`src/rtl/wb_slave_burst.sv`:
```
// Wishbone B4 slave bridging to a local request/ready port, with registered incrementing
// bursts and an access timeout. Define WB_SLAVE_RETRY_EN to report timeouts as retry.
module wb_slave_burst #(
    parameter int unsigned DATA_W  = 32,
    parameter int unsigned ADDR_W  = 32,
    parameter int unsigned TAGSIZE = 2,
    parameter int unsigned TIMEOUT = 16
) (
    input  logic                clk_i,
    input  logic                rst_i,
    input  logic [DATA_W-1:0]   wb_dat_i,
    input  logic [TAGSIZE-1:0]  wb_tgd_i,
    output logic [DATA_W-1:0]   wb_dat_o,
    output logic [TAGSIZE-1:0]  wb_tgd_o,
    input  logic [ADDR_W-1:0]   wb_adr_i,
    input  logic [TAGSIZE-1:0]  wb_tga_i,
    input  logic                wb_cyc_i,
    input  logic [TAGSIZE-1:0]  wb_tgc_i,
    input  logic                wb_stb_i,
    input  logic                wb_we_i,
    input  logic [DATA_W/8-1:0] wb_sel_i,
    input  logic [2:0]          wb_cti_i,
    input  logic [1:0]          wb_bte_i,
    output logic                wb_ack_o,
    output logic                wb_err_o,
    output logic                wb_rty_o,
    output logic                req_o,
    output logic [ADDR_W-1:0]   addr_o,
    output logic                we_o,
    output logic [DATA_W/8-1:0] sel_o,
    output logic [DATA_W-1:0]   data_o,
    output logic [TAGSIZE-1:0]  tag_o,
    input  logic [DATA_W-1:0]   data_i,
    input  logic                ready_i,
    input  logic                err_i
);
    localparam int unsigned SEL_W = DATA_W / 8;
    localparam int unsigned CNT_W = $clog2(TIMEOUT);

    typedef enum logic [1:0] {StIdle, StWait, StResp, StFail} state_e;

    state_e              state_q, state_d;
    logic [CNT_W-1:0]    cnt_q, cnt_d;
    logic                req_q, req_d;
    logic [ADDR_W-1:0]   addr_q, addr_d;
    logic                we_q, we_d;
    logic [SEL_W-1:0]    sel_q, sel_d;
    logic [DATA_W-1:0]   data_q, data_d;
    logic [TAGSIZE-1:0]  tag_q, tag_d;
    logic [TAGSIZE-1:0]  tgc_q, tgc_d;
    logic [2:0]          cti_q, cti_d;
    logic [1:0]          bte_q, bte_d;
    logic [DATA_W-1:0]   rdat_q, rdat_d;
    logic                ack_q, ack_d;
    logic                err_q, err_d;
    logic                rty_q, rty_d;

    // The data tag has no local counterpart.
    logic unused_tgd;
    assign unused_tgd = ^wb_tgd_i;

    // Wrapping bursts only move the beat-index bits; everything above stays put.
    function automatic logic [ADDR_W-1:0] next_addr(input logic [ADDR_W-1:0] a,
                                                    input logic [1:0]        bte);
        logic [ADDR_W-1:0] inc;
        logic [ADDR_W-1:0] mask;
        inc = a + ADDR_W'(SEL_W);
        case (bte)
            2'b01:   mask = ADDR_W'(4 * SEL_W - 1);
            2'b10:   mask = ADDR_W'(8 * SEL_W - 1);
            2'b11:   mask = ADDR_W'(16 * SEL_W - 1);
            default: mask = '1;
        endcase
        return (a & ~mask) | (inc & mask);
    endfunction

    always_comb begin
        state_d = state_q;
        cnt_d   = cnt_q;
        req_d   = req_q;
        addr_d  = addr_q;
        we_d    = we_q;
        sel_d   = sel_q;
        data_d  = data_q;
        tag_d   = tag_q;
        tgc_d   = tgc_q;
        cti_d   = cti_q;
        bte_d   = bte_q;
        rdat_d  = rdat_q;
        ack_d   = 1'b0;
        err_d   = 1'b0;
        rty_d   = 1'b0;
        case (state_q)
            StIdle: begin
                if (wb_cyc_i && wb_stb_i) begin
                    addr_d  = wb_adr_i;
                    we_d    = wb_we_i;
                    sel_d   = wb_sel_i;
                    data_d  = wb_dat_i;
                    tag_d   = wb_tga_i;
                    tgc_d   = wb_tgc_i;
                    cti_d   = wb_cti_i;
                    bte_d   = wb_bte_i;
                    req_d   = 1'b1;
                    cnt_d   = '0;
                    state_d = StWait;
                end
            end
            StWait: begin
                if (!wb_cyc_i) begin
                    req_d   = 1'b0;
                    state_d = StIdle;
                end else if (ready_i) begin
                    req_d = 1'b0;
                    if (err_i) begin
                        err_d   = 1'b1;
                        state_d = StFail;
                    end else begin
                        ack_d   = 1'b1;
                        state_d = StResp;
                        if (!we_q) begin
                            rdat_d = data_i;
                        end
                    end
                end else if (cnt_q == CNT_W'(TIMEOUT - 1)) begin
                    req_d   = 1'b0;
                    state_d = StFail;
`ifdef WB_SLAVE_RETRY_EN
                    rty_d   = 1'b1;
`else
                    err_d   = 1'b1;
`endif
                end else begin
                    cnt_d = cnt_q + 1'b1;
                end
            end
            StResp: begin
                if (cti_q == 3'b010 && wb_cyc_i && wb_stb_i) begin
                    addr_d  = next_addr(addr_q, bte_q);
                    we_d    = wb_we_i;
                    sel_d   = wb_sel_i;
                    data_d  = wb_dat_i;
                    cti_d   = wb_cti_i;
                    bte_d   = wb_bte_i;
                    req_d   = 1'b1;
                    cnt_d   = '0;
                    state_d = StWait;
                end else begin
                    state_d = StIdle;
                end
            end
            // StFail: the err/rty pulse cycle; the bus request is not re-sampled here.
            default: state_d = StIdle;
        endcase
    end

    always_ff @(posedge clk_i) begin
        if (rst_i) begin
            state_q <= StIdle;
            cnt_q   <= '0;
            req_q   <= 1'b0;
            addr_q  <= '0;
            we_q    <= 1'b0;
            sel_q   <= '0;
            data_q  <= '0;
            tag_q   <= '0;
            tgc_q   <= '0;
            cti_q   <= '0;
            bte_q   <= '0;
            rdat_q  <= '0;
            ack_q   <= 1'b0;
            err_q   <= 1'b0;
            rty_q   <= 1'b0;
        end else begin
            state_q <= state_d;
            cnt_q   <= cnt_d;
            req_q   <= req_d;
            addr_q  <= addr_d;
            we_q    <= we_d;
            sel_q   <= sel_d;
            data_q  <= data_d;
            tag_q   <= tag_d;
            tgc_q   <= tgc_d;
            cti_q   <= cti_d;
            bte_q   <= bte_d;
            rdat_q  <= rdat_d;
            ack_q   <= ack_d;
            err_q   <= err_d;
            rty_q   <= rty_d;
        end
    end

    assign wb_dat_o = rdat_q;
    assign wb_tgd_o = tgc_q;
    assign wb_ack_o = ack_q;
    assign wb_err_o = err_q;
    assign wb_rty_o = rty_q;
    assign req_o    = req_q;
    assign addr_o   = addr_q;
    assign we_o     = we_q;
    assign sel_o    = sel_q;
    assign data_o   = data_q;
    assign tag_o    = tag_q;

endmodule
```
`config.mk`:
```
export PLATFORM = sky130hd
export DESIGN_NAME = wb_slave_burst
export DESIGN_NICKNAME = d
export VERILOG_FILES = /design/src/rtl/wb_slave_burst.sv
export SDC_FILE = /design/constraint.sdc
export NUM_CORES = 1
export LEC_CHECK = 0
export ABC_AREA = 1
export ABC_CLOCK_PERIOD_IN_PS = 1500
export BUFFER_PORTS_ARGS = -buffer_cell sky130_fd_sc_hd__buf_2
export CORE_MARGIN = 2
export CORE_UTILIZATION = 34
export DETAILED_ROUTE_END_ITERATION = 16
export GPL_TIMING_DRIVEN = 0
export PLACE_DENSITY = 0.59
export SLEW_MARGIN = 5
export SYNTH_ARGS = -nofsm -noshare
export SYNTH_HDL_FRONTEND = slang
export SYNTH_SLANG_ARGS = --single-unit
```
`constraint.sdc`:
```
create_clock -name clk_i -period 1.5 [get_ports clk_i]
set_input_delay 0.075 -clock clk_i [delete_from_list [all_inputs] [get_ports clk_i]]
set_output_delay 0.075 -clock clk_i [all_outputs]
set_load 0.02 [all_outputs]
```
==> flow_summary.toml <==
[global_routing]
grt_pass1_vias = 6316
track_usage_pct = 21.91
overflow = 0
grt_pass1_wl_microns = 30580
antenna_found_initial = 1
grt_max_degree = 17

[setup_path]
end_kind = "flip-flop"
startpoint = "state_q[1]$_SDFFE_PP0P_"
cp.required_ns = 1.77
timing.rr.start = "state_q[1]$_SDFFE_PP0P_"
r2r_cells = 10
crit_fanout = 7
cp-start-kind = "flip-flop"
reg2reg_slack_ns = 0.02
critPathKind = "reg -> reg"
crit_arrival_ns = 1.74

[clock_network]
htreeDepth = 4
numCtsBuffers = 17
root_buffer = "clkbuf_16"
clk_path_buf_depth = 2
clk_pin_slew_ns = 0.06
cts_tree = "yes"
cts_sinks = 119
clk_latency_ns = 0.42

[placement]
place_ws_ns = -0.2278
globalplace.congestion = 0.8398
placed_area_sq_mm = 0.006885
dp_hpwl_microns = 12900
port_buffers = 223

[routing]
drt-total-wl_microns = 19330
drt_first_iter_violations = 287
ant_nets = 0
vias = 6564
drt-pass1-iter-count = 4
wl_per_cell_microns = 13.61
drc = 0
viasPerCell = 4.623

[job]
maxCapViolCount = 0

[sta]
rsz0062_at_grt = "true"
tightest_slew_ns = 0.6433
drv_slew = 0
relSlewSlack_pct = 57.11
fin_ws_ns = 0.02373
fmaxAchievable_mhz = 677.4
skew_ns = 0.007586
setup_viol = 0
period_needed_ns = 1.476
min_period_over_period_pct = 98.42
finalHoldViolCount = 0

[floorplanning]
start_util_pct = 34.73
dieWidth_microns = 131.1
core_area_sq_mm = 0.01583
die_h_microns = 131.1
io_pins = 227
num_rows = 46
die_area_sq_mm = 0.01720

[status]
status = "completed"

[cells_and_area]
area_delta_synth_final_pct = 65.72
drive_gt1_share_pct = 33.39
fin_nets = 1314
n_fill_cell = 1524
final_core_util_pct = 57.55
fin_area_sq_mm = 0.009109
antennaDiodeCount = 0

[synthesis]
yosys.area.top_type_share_pct = 43.34
ys_seq_area_share_pct = 43.34
syn_avg_cell_area_sq_um = 6.614
syn_nets = 953
ys_warn_count = 0
syn_inst = 831
yosys.cell_types.count = 32
ys_top_cells_by_area = "dfxtp_1 (43%), nor2_1 (17%), nand2_1 (10%)"
ys_ff_latch = 119
synth_largest_area_cell = "dfxtp_1"
netlist_area_sq_mm = 0.005497

[pwr]
ir_drop_v = 0.0008039
p_leak_nw = 4.268
power_density_mw_per_mm2 = 1090

[min_path]
min_from = "wb_adr_i[13]"
hp-class = "in -> reg"
[layout by cell type, fill, tap and decap left out, types with 3 or more instances in the layout]
cell type        n
nand2_2          4
buf_8            4
inv_2            9
bufinv_16        5
dfxtp_2         22
nand3_1         29
nor2_2          22
xnor2_1          3
nor2_1         219
a21oi_1         31
dfxtp_1         94
clkbuf_8         3
clkbuf_1        14
o21ai_2          6
o21ai_0         41
dfxtp_4          3
nand2_4          3
dlygate4sd3_1   92
clkbuf_16       19
nor2_4          14
xor2_1           3
buf_6           10
buf_4           27
nand2_1        142
o21ai_1         70
inv_1           52
buf_2          228
[worst max-delay path: stages (launching register included)]
cell     delay [ns]
dfxtp_4        0.36
nor2_4         0.11
inv_2          0.05
nor2_4         0.15
nor2_4         0.09
nor2_4         0.12
buf_12         0.14
buf_8          0.12
o21ai_1        0.07
nand2_1        0.06
a21oi_1        0.05
[cell families after synthesis]
| kind of cell | share of synthesized area, % |
|---|---|
| AOI/OAI and AO/OA | 14.23 |
| xor gates and xnor gates | 0.9562 |
| other | 0.06822 |
| and+or+nand+nor | 32.53 |
| adders and majority gates | 0.9106 |
| buffers and inverters | 7.967 |
| DFF | 43.34 |
[worst min path at each step]
stage / to / slack, ns / cells past startpoint
final: flip-flop / 0.009 / 5
after CTS: flip-flop / 0.008 / 5
after floorplan: cti_q[1]$_SDFFE_PP0P_ / 0.20 / 2
after global routing: flip-flop / 0.008 / 5
after global placement: cti_q[1]$_SDFFE_PP0P_ / 0.28 / 3
after detailed placement: cti_q[1]$_SDFFE_PP0P_ / 0.29 / 3
[report_power, final]
| part | switching (mW) | internal (mW) | leakage (nW) | total (mW) |
|---|---|---|---|---|
| combinational | 1.00 | 0.829 | 2.97 | 1.83 |
| clock | 1.43 | 3.07 | 0.317 | 4.50 |
| sequential | 0.197 | 3.40 | 0.985 | 3.60 |
| total | 2.63 | 7.30 | 4.27 | 9.93 |
[through the flow]
step | power, mW | setup TNS (ns) | hold slack, ns | cells
after floorplan | 4.480 | 0 | 0.1957 | 831
after global placement | 5.022 | -10.55 | 0.2848 | 1270
after detailed placement | 5.034 | -11.08 | 0.2931 | 1270
after CTS | 9.776 | -0.06375 | 0.007810 | 1404
after global routing | 10.37 | -0.8319 | 0.007928 | 1420
final | 9.927 | 0 | 0.009463 | 1420
[Yosys cell counts]
cell,count
nor2_1,246
buf_2,13
buf_1,1
nor2_8,1
nand2_1,149
nand3b_1,1
xor2_1,3
nand3_1,32
o21ai_1,69
buf_6,1
nor3_1,2
o21ai_2,1
a21oi_1,33
clkbuf_1,16
and2_1,1
a22oi_1,1
buf_4,7
ha_1,4
inv_4,2
or2_2,1
o21ai_0,48
xnor2_1,3
nand4_1,2
inv_2,7
a31oi_1,1
nor2_2,6
inv_1,55
conb_1,1
nand2_4,1
dfxtp_1,119
nor2_4,3
o2111ai_1,1
[timing repair]
| item | 4_1_cts | 5_1_grt |
|---|---|---|
| pin swaps | 12 | 26 |
| hold buffers | 92 | 0 |
| endpoints found under the hold margin | 92 | 0 |
| gates cloned | 0 | 5 |
| buffers inserted | 11 | 11 |
| setup endpoints to repair | 104 | 98 |
| gates resized for setup | 32 | 121 |
[per-layer routing]
| layer | up-vias | share of wire, % | GRT usage, % |
|---|---|---|---|
| met1 | 2970 | 43 | 26.21 |
| li1 | 3351 | - | - |
| met3 | 30 | 6.7 | 6.674 |
| met2 | 213 | 48 | 37.40 |
| met5 | - | 0 | 0 |
| met4 | 0 | 2.2 | 7.428 |
[layout make-up]
class	instances	area [sq um]	share of cell area, %
multi-input cells	610	2928	32.14
flip-flops and latches	119	2421	26.58
repair buffers	342	2315	25.41
clock buffers	23	478.0	5.247
plain buffers	38	275.3	3.022
well taps	216	270.3	2.967
inverters	64	252.7	2.775
clock inverters	8	168.9	1.854
Power figures use the tool's default switching activity.
